<file path="src/rtl/mult_div_unit.sv">
// Iterative HI/LO multiply/divide unit for the execute stage.
// Shift-add multiply, restoring divide, MTHI/MTLO writes and the HI/LO read mux.
module mult_div_unit #(
  parameter int unsigned WIDTH = 32,
  parameter int unsigned ITER  = 32
) (
  input  logic             clk,
  input  logic             reset,
  input  logic             en_E,
  input  logic             md_start_E,
  input  logic [1:0]       md_op_E,
  input  logic [WIDTH-1:0] src_a_E,
  input  logic [WIDTH-1:0] src_b_E,
  input  logic [1:0]       hilo_dis_E,
  input  logic             hilo_wr_E,
  input  logic             hilo_sel_E,
  output logic             md_run_E,
  output logic [WIDTH-1:0] hilo_E,
  output logic             md_done
);

  localparam int unsigned CW = (ITER > 1) ? $clog2(ITER) : 1;

  localparam logic [1:0] S_IDLE = 2'd0;
  localparam logic [1:0] S_RUN  = 2'd1;
  localparam logic [1:0] S_FIX  = 2'd2;

  logic [1:0]         state_q,   state_d;
  logic [CW-1:0]      cnt_q,     cnt_d;
  logic [WIDTH-1:0]   acc_hi_q,  acc_hi_d;
  logic [WIDTH-1:0]   acc_lo_q,  acc_lo_d;
  logic [WIDTH-1:0]   opb_q,     opb_d;
  logic               is_div_q,  is_div_d;
  logic               res_neg_q, res_neg_d;
  logic               rem_neg_q, rem_neg_d;
  logic               div0_q,    div0_d;
  logic [WIDTH-1:0]   hi_q,      hi_d;
  logic [WIDTH-1:0]   lo_q,      lo_d;
  logic               run_q,     run_d;
  logic               done_q,    done_d;

  logic               start_ok;
  logic               signed_op;
  logic               a_neg, b_neg;
  logic [WIDTH-1:0]   a_mag, b_mag;
  logic [WIDTH:0]     mul_sum;
  logic [WIDTH:0]     rem_sh;
  logic               rem_ge;
  logic [WIDTH-1:0]   rem_sub;
  logic [2*WIDTH-1:0] prod;

  // Next-state, datapath iteration and result commit
  always_comb begin
    state_d   = state_q;
    cnt_d     = cnt_q;
    acc_hi_d  = acc_hi_q;
    acc_lo_d  = acc_lo_q;
    opb_d     = opb_q;
    is_div_d  = is_div_q;
    res_neg_d = res_neg_q;
    rem_neg_d = rem_neg_q;
    div0_d    = div0_q;
    hi_d      = hi_q;
    lo_d      = lo_q;
    done_d    = 1'b0;

    start_ok  = md_start_E & en_E;
    signed_op = ~md_op_E[0];
    a_neg     = signed_op & src_a_E[WIDTH-1];
    b_neg     = signed_op & src_b_E[WIDTH-1];
    a_mag     = a_neg ? WIDTH'(-src_a_E) : src_a_E;
    b_mag     = b_neg ? WIDTH'(-src_b_E) : src_b_E;

    mul_sum   = {1'b0, acc_hi_q} + (acc_lo_q[0] ? {1'b0, opb_q} : {(WIDTH+1){1'b0}});
    rem_sh    = {acc_hi_q, acc_lo_q[WIDTH-1]};
    rem_ge    = rem_sh >= {1'b0, opb_q};
    rem_sub   = rem_sh[WIDTH-1:0] - opb_q;
    prod      = {acc_hi_q, acc_lo_q};

    case (state_q)
      S_IDLE: begin
        if (start_ok) begin
          // Multiplier/dividend sits in acc_lo, multiplicand/divisor in opb
          state_d   = S_RUN;
          cnt_d     = '0;
          is_div_d  = md_op_E[1];
          res_neg_d = a_neg ^ b_neg;
          rem_neg_d = a_neg;
          div0_d    = (src_b_E == '0);
          acc_hi_d  = '0;
          acc_lo_d  = md_op_E[1] ? a_mag : b_mag;
          opb_d     = md_op_E[1] ? b_mag : a_mag;
        end else if (hilo_wr_E && en_E) begin
          if (!hilo_dis_E[1]) hi_d = src_a_E;
          if (!hilo_dis_E[0]) lo_d = src_a_E;
        end
      end
      S_RUN: begin
        if (is_div_q) begin
          acc_hi_d = rem_ge ? rem_sub : rem_sh[WIDTH-1:0];
          acc_lo_d = {acc_lo_q[WIDTH-2:0], rem_ge};
        end else begin
          {acc_hi_d, acc_lo_d} = {mul_sum, acc_lo_q[WIDTH-1:1]};
        end
        cnt_d = cnt_q + CW'(1);
        if (cnt_q == CW'(ITER - 1)) state_d = S_FIX;
      end
      S_FIX: begin
        // A zero divisor leaves the dividend magnitude as remainder, so HI restores it
        if (is_div_q) begin
          hi_d = rem_neg_q ? WIDTH'(-acc_hi_q) : acc_hi_q;
          lo_d = div0_q ? {WIDTH{1'b1}} : (res_neg_q ? WIDTH'(-acc_lo_q) : acc_lo_q);
        end else begin
          {hi_d, lo_d} = res_neg_q ? (2*WIDTH)'(-prod) : prod;
        end
        done_d  = 1'b1;
        state_d = S_IDLE;
      end
      default: state_d = S_IDLE;
    endcase

    run_d = (state_d != S_IDLE);
  end

  // State and datapath registers
  always_ff @(posedge clk) begin
    if (reset) begin
      state_q   <= S_IDLE;
      cnt_q     <= '0;
      acc_hi_q  <= '0;
      acc_lo_q  <= '0;
      opb_q     <= '0;
      is_div_q  <= 1'b0;
      res_neg_q <= 1'b0;
      rem_neg_q <= 1'b0;
      div0_q    <= 1'b0;
      hi_q      <= '0;
      lo_q      <= '0;
      run_q     <= 1'b0;
      done_q    <= 1'b0;
    end else begin
      state_q   <= state_d;
      cnt_q     <= cnt_d;
      acc_hi_q  <= acc_hi_d;
      acc_lo_q  <= acc_lo_d;
      opb_q     <= opb_d;
      is_div_q  <= is_div_d;
      res_neg_q <= res_neg_d;
      rem_neg_q <= rem_neg_d;
      div0_q    <= div0_d;
      hi_q      <= hi_d;
      lo_q      <= lo_d;
      run_q     <= run_d;
      done_q    <= done_d;
    end
  end

  assign md_run_E = run_q;
  assign md_done  = done_q;
  assign hilo_E   = hilo_sel_E ? hi_q : lo_q;

endmodule
</file>
<file path="config.mk">
export PLATFORM = sky130hd
export DESIGN_NAME = mult_div_unit
export DESIGN_NICKNAME = d
export VERILOG_FILES = /design/src/rtl/mult_div_unit.sv
export SDC_FILE = /design/constraint.sdc
export NUM_CORES = 1
export LEC_CHECK = 0
export ABC_AREA = 1
export BUFFER_PORTS_ARGS = -buffer_cell sky130_fd_sc_hd__buf_4
export CORE_AREA = 2 2 238 240
export CTS_CLUSTER_SIZE = 30
export DETAILED_ROUTE_END_ITERATION = 7
export DIE_AREA = 0 0 240 242
export HOLD_SLACK_MARGIN = 0.08
export SETUP_SLACK_MARGIN = 0.15
export SYNTH_ARGS = -nofsm -noshare
export SYNTH_HDL_FRONTEND = slang
export SYNTH_SLANG_ARGS = --single-unit
</file>
<file path="constraint.sdc">
create_clock -name clk -period 4.4 [get_ports clk]
set_input_delay 0.88 -clock clk [delete_from_list [all_inputs] [get_ports clk]]
set_output_delay 0.88 -clock clk [all_outputs]
set_load 0.1 [all_outputs]
</file>
==> Word-level counts from Yosys, hierarchy flattened <==
Cells that the tools add are included.
{ "op_classes": {"n_addsub": 8, "n_mul": 0, "div_mod_pow": 0, "n_lt_le_gt_ge": 1, "eq_ne": 8, "n_shift": 0, "muxes": 33, "n_bitwise": 5, "reduce_logical": 10} }
{ "op_table": {"columns": ["op", "count"], "rows": [
  ["$mux W32", 22],
  ["$pmux W32 S2", 4],
  ["$neg A32 Y32", 4],
  ["$mux W64", 1],
  ["$neg A64 Y64", 1],
  ["$add A32 B32 Y33", 1],
  ["$ge A33 B32 Y1", 1],
  ["$logic_not A32 Y1", 1],
  ["$sub A32 B32 Y32", 1],
  ["$ne A2 B2 Y1 const B", 5],
  ["$pmux W5 S2", 1],
  ["$reduce_and A4 Y1", 2],
  ["$reduce_bool A2 Y1", 3],
  ["$add A5 B1 Y5 const B", 1],
  ["$eq A5 B5 Y1 const B", 1],
  ["$mux W5", 1],
  ["$mux W2", 2],
  ["$pmux W2 S2", 1],
  ["$reduce_and A2 Y1", 2],
  ["$and A1 B1 Y1", 3],
  ["$eq A2 B1 Y1 const B", 1],
  ["$eq A2 B2 Y1 const B", 1],
  ["$logic_not A2 Y1", 1],
  ["$logic_and A1 B1 Y1", 1],
  ["3 further kinds", 3]
]} }
{ "totals": {"register_bits": 173, "latch_bits": 0, "ram_bits": 0, "romBits": 0, "elab_cells": 78, "mem_count": 0} }

==> Logic depth before layout (Yosys ltp) <==
{ "logic_depth": {"word_depth": 6, "depth_mapped": 22} }

==> Worst setup path before layout <==
OpenSTA, ideal clock, no wires.
{ "synth_path": {"path_type": "input port to output port", "start": "input hilo_sel_E", "end": "output hilo_E[26]", "t_arrival_ns": 3.335, "t_required_ns": 3.520, "setup_slack_ns": 0.185, "stages": 3, "n_path_buf": 2, "cell_sequence": "clkbuf_1 > clkbuf_1 > o21ai_0"} }
{ "synth_via": {"elab_chain_len": 1} }
{ "synth_lines": {"columns": ["element", "line", "source"], "rows": [
  ["start: declaration", "16", "input logic hilo_sel_E,"],
  ["$mux W32", "160", "assign hilo_E = hilo_sel_E ? hi_q : lo_q;"],
  ["end: declaration", "18", "output logic [WIDTH-1:0] hilo_E,"]
]} }
No other way between the ends.

==> Worst setup path in the final report <==
{ "layout_path": {"start": "register acc_hi_q[16]", "end": "register acc_hi_q[17]"} }
{ "layout_via": {"elab_chain_len": 4} }
{ "layout_lines": {"columns": ["element", "line", "source"], "rows": [
  ["start: declaration", "30", "logic [WIDTH-1:0] acc_hi_q, acc_hi_d;"],
  ["start signal: assignment", "144", "acc_hi_q <= acc_hi_d;"],
  ["$sub A32 B32 Y32 or $ge A33 B32 Y1 (tied branches)", "77, 76", null],
  ["$mux W32", "100", "acc_hi_d = rem_ge ? rem_sub : rem_sh[WIDTH-1:0];"],
  ["$mux W32 (*)", "99", "if (is_div_q) begin"],
  ["$pmux W32 S2 (*)", "80", "case (state_q)"]
]} }
Every way passes the cells marked *; elsewhere a longest branch is shown, timed or not.
A chain may end at the register's enable or synchronous reset.

==> metrics.md <==
| Metric | Value |
|---|---|
| Status | complete, no violations |
| Place WS | 1030 ps |
| Nets@finish | 3415 |
| Final Cycle Share | 0.808 |
| Initial antenna violation count | 1 |
| Fmax | 281 MHz |
| Number of synthesized register bits | 173 |
| Final WS setup | 844 ps |
| Final antenna-violating net count | 0 |
| Detail Placement HPWL | 67200 um |
| Setup slack, reg-to-reg | 840 ps |
| Number of synthesized flops with an enable pin | 0 |
| Vias in the first global route | 19500 |
| Avg Inst Size Synth | 5.59 um2 |
| Congestion Overflow GR | 0 |
| Data required, critical path | 4710 ps |
| Most instantiated cells after synthesis | nand2_1 (898), inv_1 (476), nor2_1 (340), o21ai_0 (264), nand3_1 (263) |
| Drt wl/cell | 20.7 um |
| Final setup viols | 0 |
| Total Power | 5.73 mW |
| Final Hold Fails | 0 |
| Largest net degree at the start of global routing | 86 |
| Worst endpoint data arrival time | 3870 ps |
| Capturing element type of the critical path | flip-flop |
| Num Clock Sinks | 173 |
| Height of the die | 242 um |
| Vias | 21900 |
| Yosys top cell area share | 0.191 |
| Synthesized Nets | 3391 |
| First-pass GRT wire length | 124000 um |
| H-tree Lvls | 4 |
| Clock-pin slew on the worst setup and hold paths | 90 ps |
| Most instantiated library cell after synthesis | nand2_1 |
| Initial DRC Count | 3168 |
| Initial Utilization | 0.325 |
| Synth-to-Final Area Change | 11.3% |
| Top-Level Pins | 108 |
| TritonCTS clock tree | yes |
| Residual DRC | 0 |
| I/O Buffers | 107 |
| Max cap viols | 0 |
| Worst R2R End | acc_hi_q[17]$_SDFFE_PP0P_ |
| Crit path launch type | flip-flop |
| Hold Buf Count CTS | 0 |
| Global-route usage over all layers | 0.282 |
| Die area | 58100 um2 |
| CTS resizes | 0 |
| Crit-path max FO | 34 |
| Final setup skew | 18.2 ps |
| Vias/cell | 5.43 |
| Total CTS buffers | 17 |
| Dominant cells by area after synthesis | dfxtp_1 (19%), nand2_1 (19%), inv_1 (9.9%) |
| Measured slew at the worst slew-check pin | 1050 ps |
| Post-layout util | 0.362 |
| CP Capture Point | acc_hi_q[17]$_SDFFE_PP0P_ |
| RSZ-0062 raised after global routing | no |
| Slew Limit Fails | 0 |
| Tmin final | 3560 ps |
| Drt total wl | 83700 um |
| Max IR drop VDD | 0.000236 V |
| Layout Cells excl Fill | 4040 |
| Kind of critical path | reg -> reg |
| Syn. warnings | 0 |
| Placed insts | 4006 |
| RR Startpoint | acc_hi_q[16]$_SDFFE_PP0P_ |
| Post-Syn Instances | 3245 |
| Register area share after synthesis | 0.191 |
| Share of post-route cells with drive strength above 1 | 0.0798 |
| Main synth FF type | dfxtp_1 |
| Post-synthesis cell type count | 52 |
| Reg2Reg Depth | 13 |
| Largest area contributor in the netlist | dfxtp_1 |
| Clock Latency Late Sink | 470 ps |
| CTS root buffer | clkbuf_16 |
| Die X-Extent | 240 um |
| Setup TNS | 0 ps |
| Final Wtd Congestion | 1.07 |
| Leakage | 10.0 nW |
| First-pass detailed-route iteration total | 7 |
| Synth Cell Area | 18100 um2 |
| Critical Path Source | acc_hi_q[16]$_SDFFE_PP0P_ |
| Hold Crit Class | reg -> reg |
| Row count | 87 |
| Worst relative slew slack | 0.300 |
| Post-CTS setup repair buffer count | 0 |
| Core area | 55700 um2 |
| Async SR Flop Fraction | 0 |
| Buffers from clock root to sink, at most | 2 |
| PwrDens | 284 nW/um2 |
## cell type report
| class | count | area, um2 |
|---|---|---|
| Fill cell | 6310 | 35600 |
| Multi-Input combinational cell | 2451 | 12300 |
| Sequential cell | 173 | 3470 |
| Inverter | 491 | 1840 |
| Timing Repair Buffer | 135 | 1030 |
| Tap cell | 756 | 946 |
| Clock buffer | 17 | 425 |
| Clock inverter | 15 | 171 |
| Antenna cell | 2 | 5.00 |
## cells by family after synthesis
family | after synthesis | synth area share
xor gates and xnor gates | 67 | 0.0324
and+or+nand+nor | 1674 | 0.395
adders and majority gates | 72 | 0.0505
DFF | 173 | 0.191
buffers and inverters | 621 | 0.132
muxes | 23 | 0.0143
AOI/OAI and AO/OA | 615 | 0.185
## metal layers
| metal | global-route usage | share of wire | routed length (um) | up-vias |
|---|---|---|---|---|
| li1 | - | - | - | 10600 |
| met1 | 0.391 | 0.43 | 35800 | 10000 |
| met2 | 0.422 | 0.42 | 35500 | 1146 |
| met3 | 0.0520 | 0.098 | 8170 | 198 |
| met4 | 0.127 | 0.051 | 4280 | 0 |
| met5 | 0 | 0 | 0 | - |
## power by group
| part | switching (mW) | internal (mW) | leakage (nW) |
|---|---|---|---|
| clock | 0.822 | 0.813 | 0.291 |
| sequential | 0.125 | 1.66 | 1.41 |
| combinational | 1.67 | 0.647 | 8.29 |
| total | 2.62 | 3.12 | 10.0 |
## registers in the layout, summed over array words and instances, names as in the netlist
name and cells:
md_done 1, hi_q 32, lo_q 32, acc_hi_q 32, is_div_q 1, state_q 2
md_run_E 1, rem_neg_q 1, acc_lo_q 32, div0_q 1, cnt_q 5, opb_q 32
res_neg_q 1
## metrics by stage
step                      cell area [um2]  hold WS (ps)
after floorplan                     18100           436
after global placement              19600           456
after detailed placement            19600           455
after CTS                           20200           472
after global routing                20200           487
final                               20200           471
## placed cells by master (no fill, tap or decap), types with 5 or more instances in the layout
master and instances:
a31oi_1 37, nor2_1 338, o21ai_1 7, xor2_1 43
xnor2_1 24, nor2_4 10, buf_4 134, o21ai_0 264
o221ai_1 6, nor2_2 13, nand4_1 46, o211ai_1 25
clkbuf_16 17, nor3_2 6, nor4_1 6, o21bai_1 13
inv_1 474, a21oi_1 226, nand3b_1 25, ha_1 70
or2_2 11, nor3_1 35, mux2_2 23, a221oi_1 9
inv_2 15, nand2_1 898, dfxtp_1 172, a22oi_1 9
inv_6 5, nand3_1 263
## worst max-delay path, cell delays in order, from the launching register on
cell	delay, ps
dfxtp_1	720
ha_1	420
nand2_1	160
nor2_2	70
nand2_1	100
nor2_2	50
nand2_1	70
nand2_1	80
nor2_4	280
nand2_4	300
nor2_2	770
nand2_1	160
nand3_1	140
a21oi_1	60
## how the worst min path moves through the flow
stage                           from               endpoint  slack [ps]  cells after the start
4_1_cts        cnt_q[3]$_SDFFE_PP0P_  cnt_q[3]$_SDFFE_PP0P_         470                      1
3_5_place_dp   cnt_q[3]$_SDFFE_PP0P_  cnt_q[3]$_SDFFE_PP0P_         460                      1
5_1_grt         lo_q[4]$_SDFFE_PP0P_   lo_q[4]$_SDFFE_PP0P_         490                      2
3_3_place_gp   cnt_q[3]$_SDFFE_PP0P_  cnt_q[3]$_SDFFE_PP0P_         460                      1
6_report       cnt_q[3]$_SDFFE_PP0P_  cnt_q[3]$_SDFFE_PP0P_         470                      1
2_1_floorplan  cnt_q[3]$_SDFFE_PP0P_  cnt_q[3]$_SDFFE_PP0P_         440                      1
No activity file was read; power rests on OpenSTA's default activity.
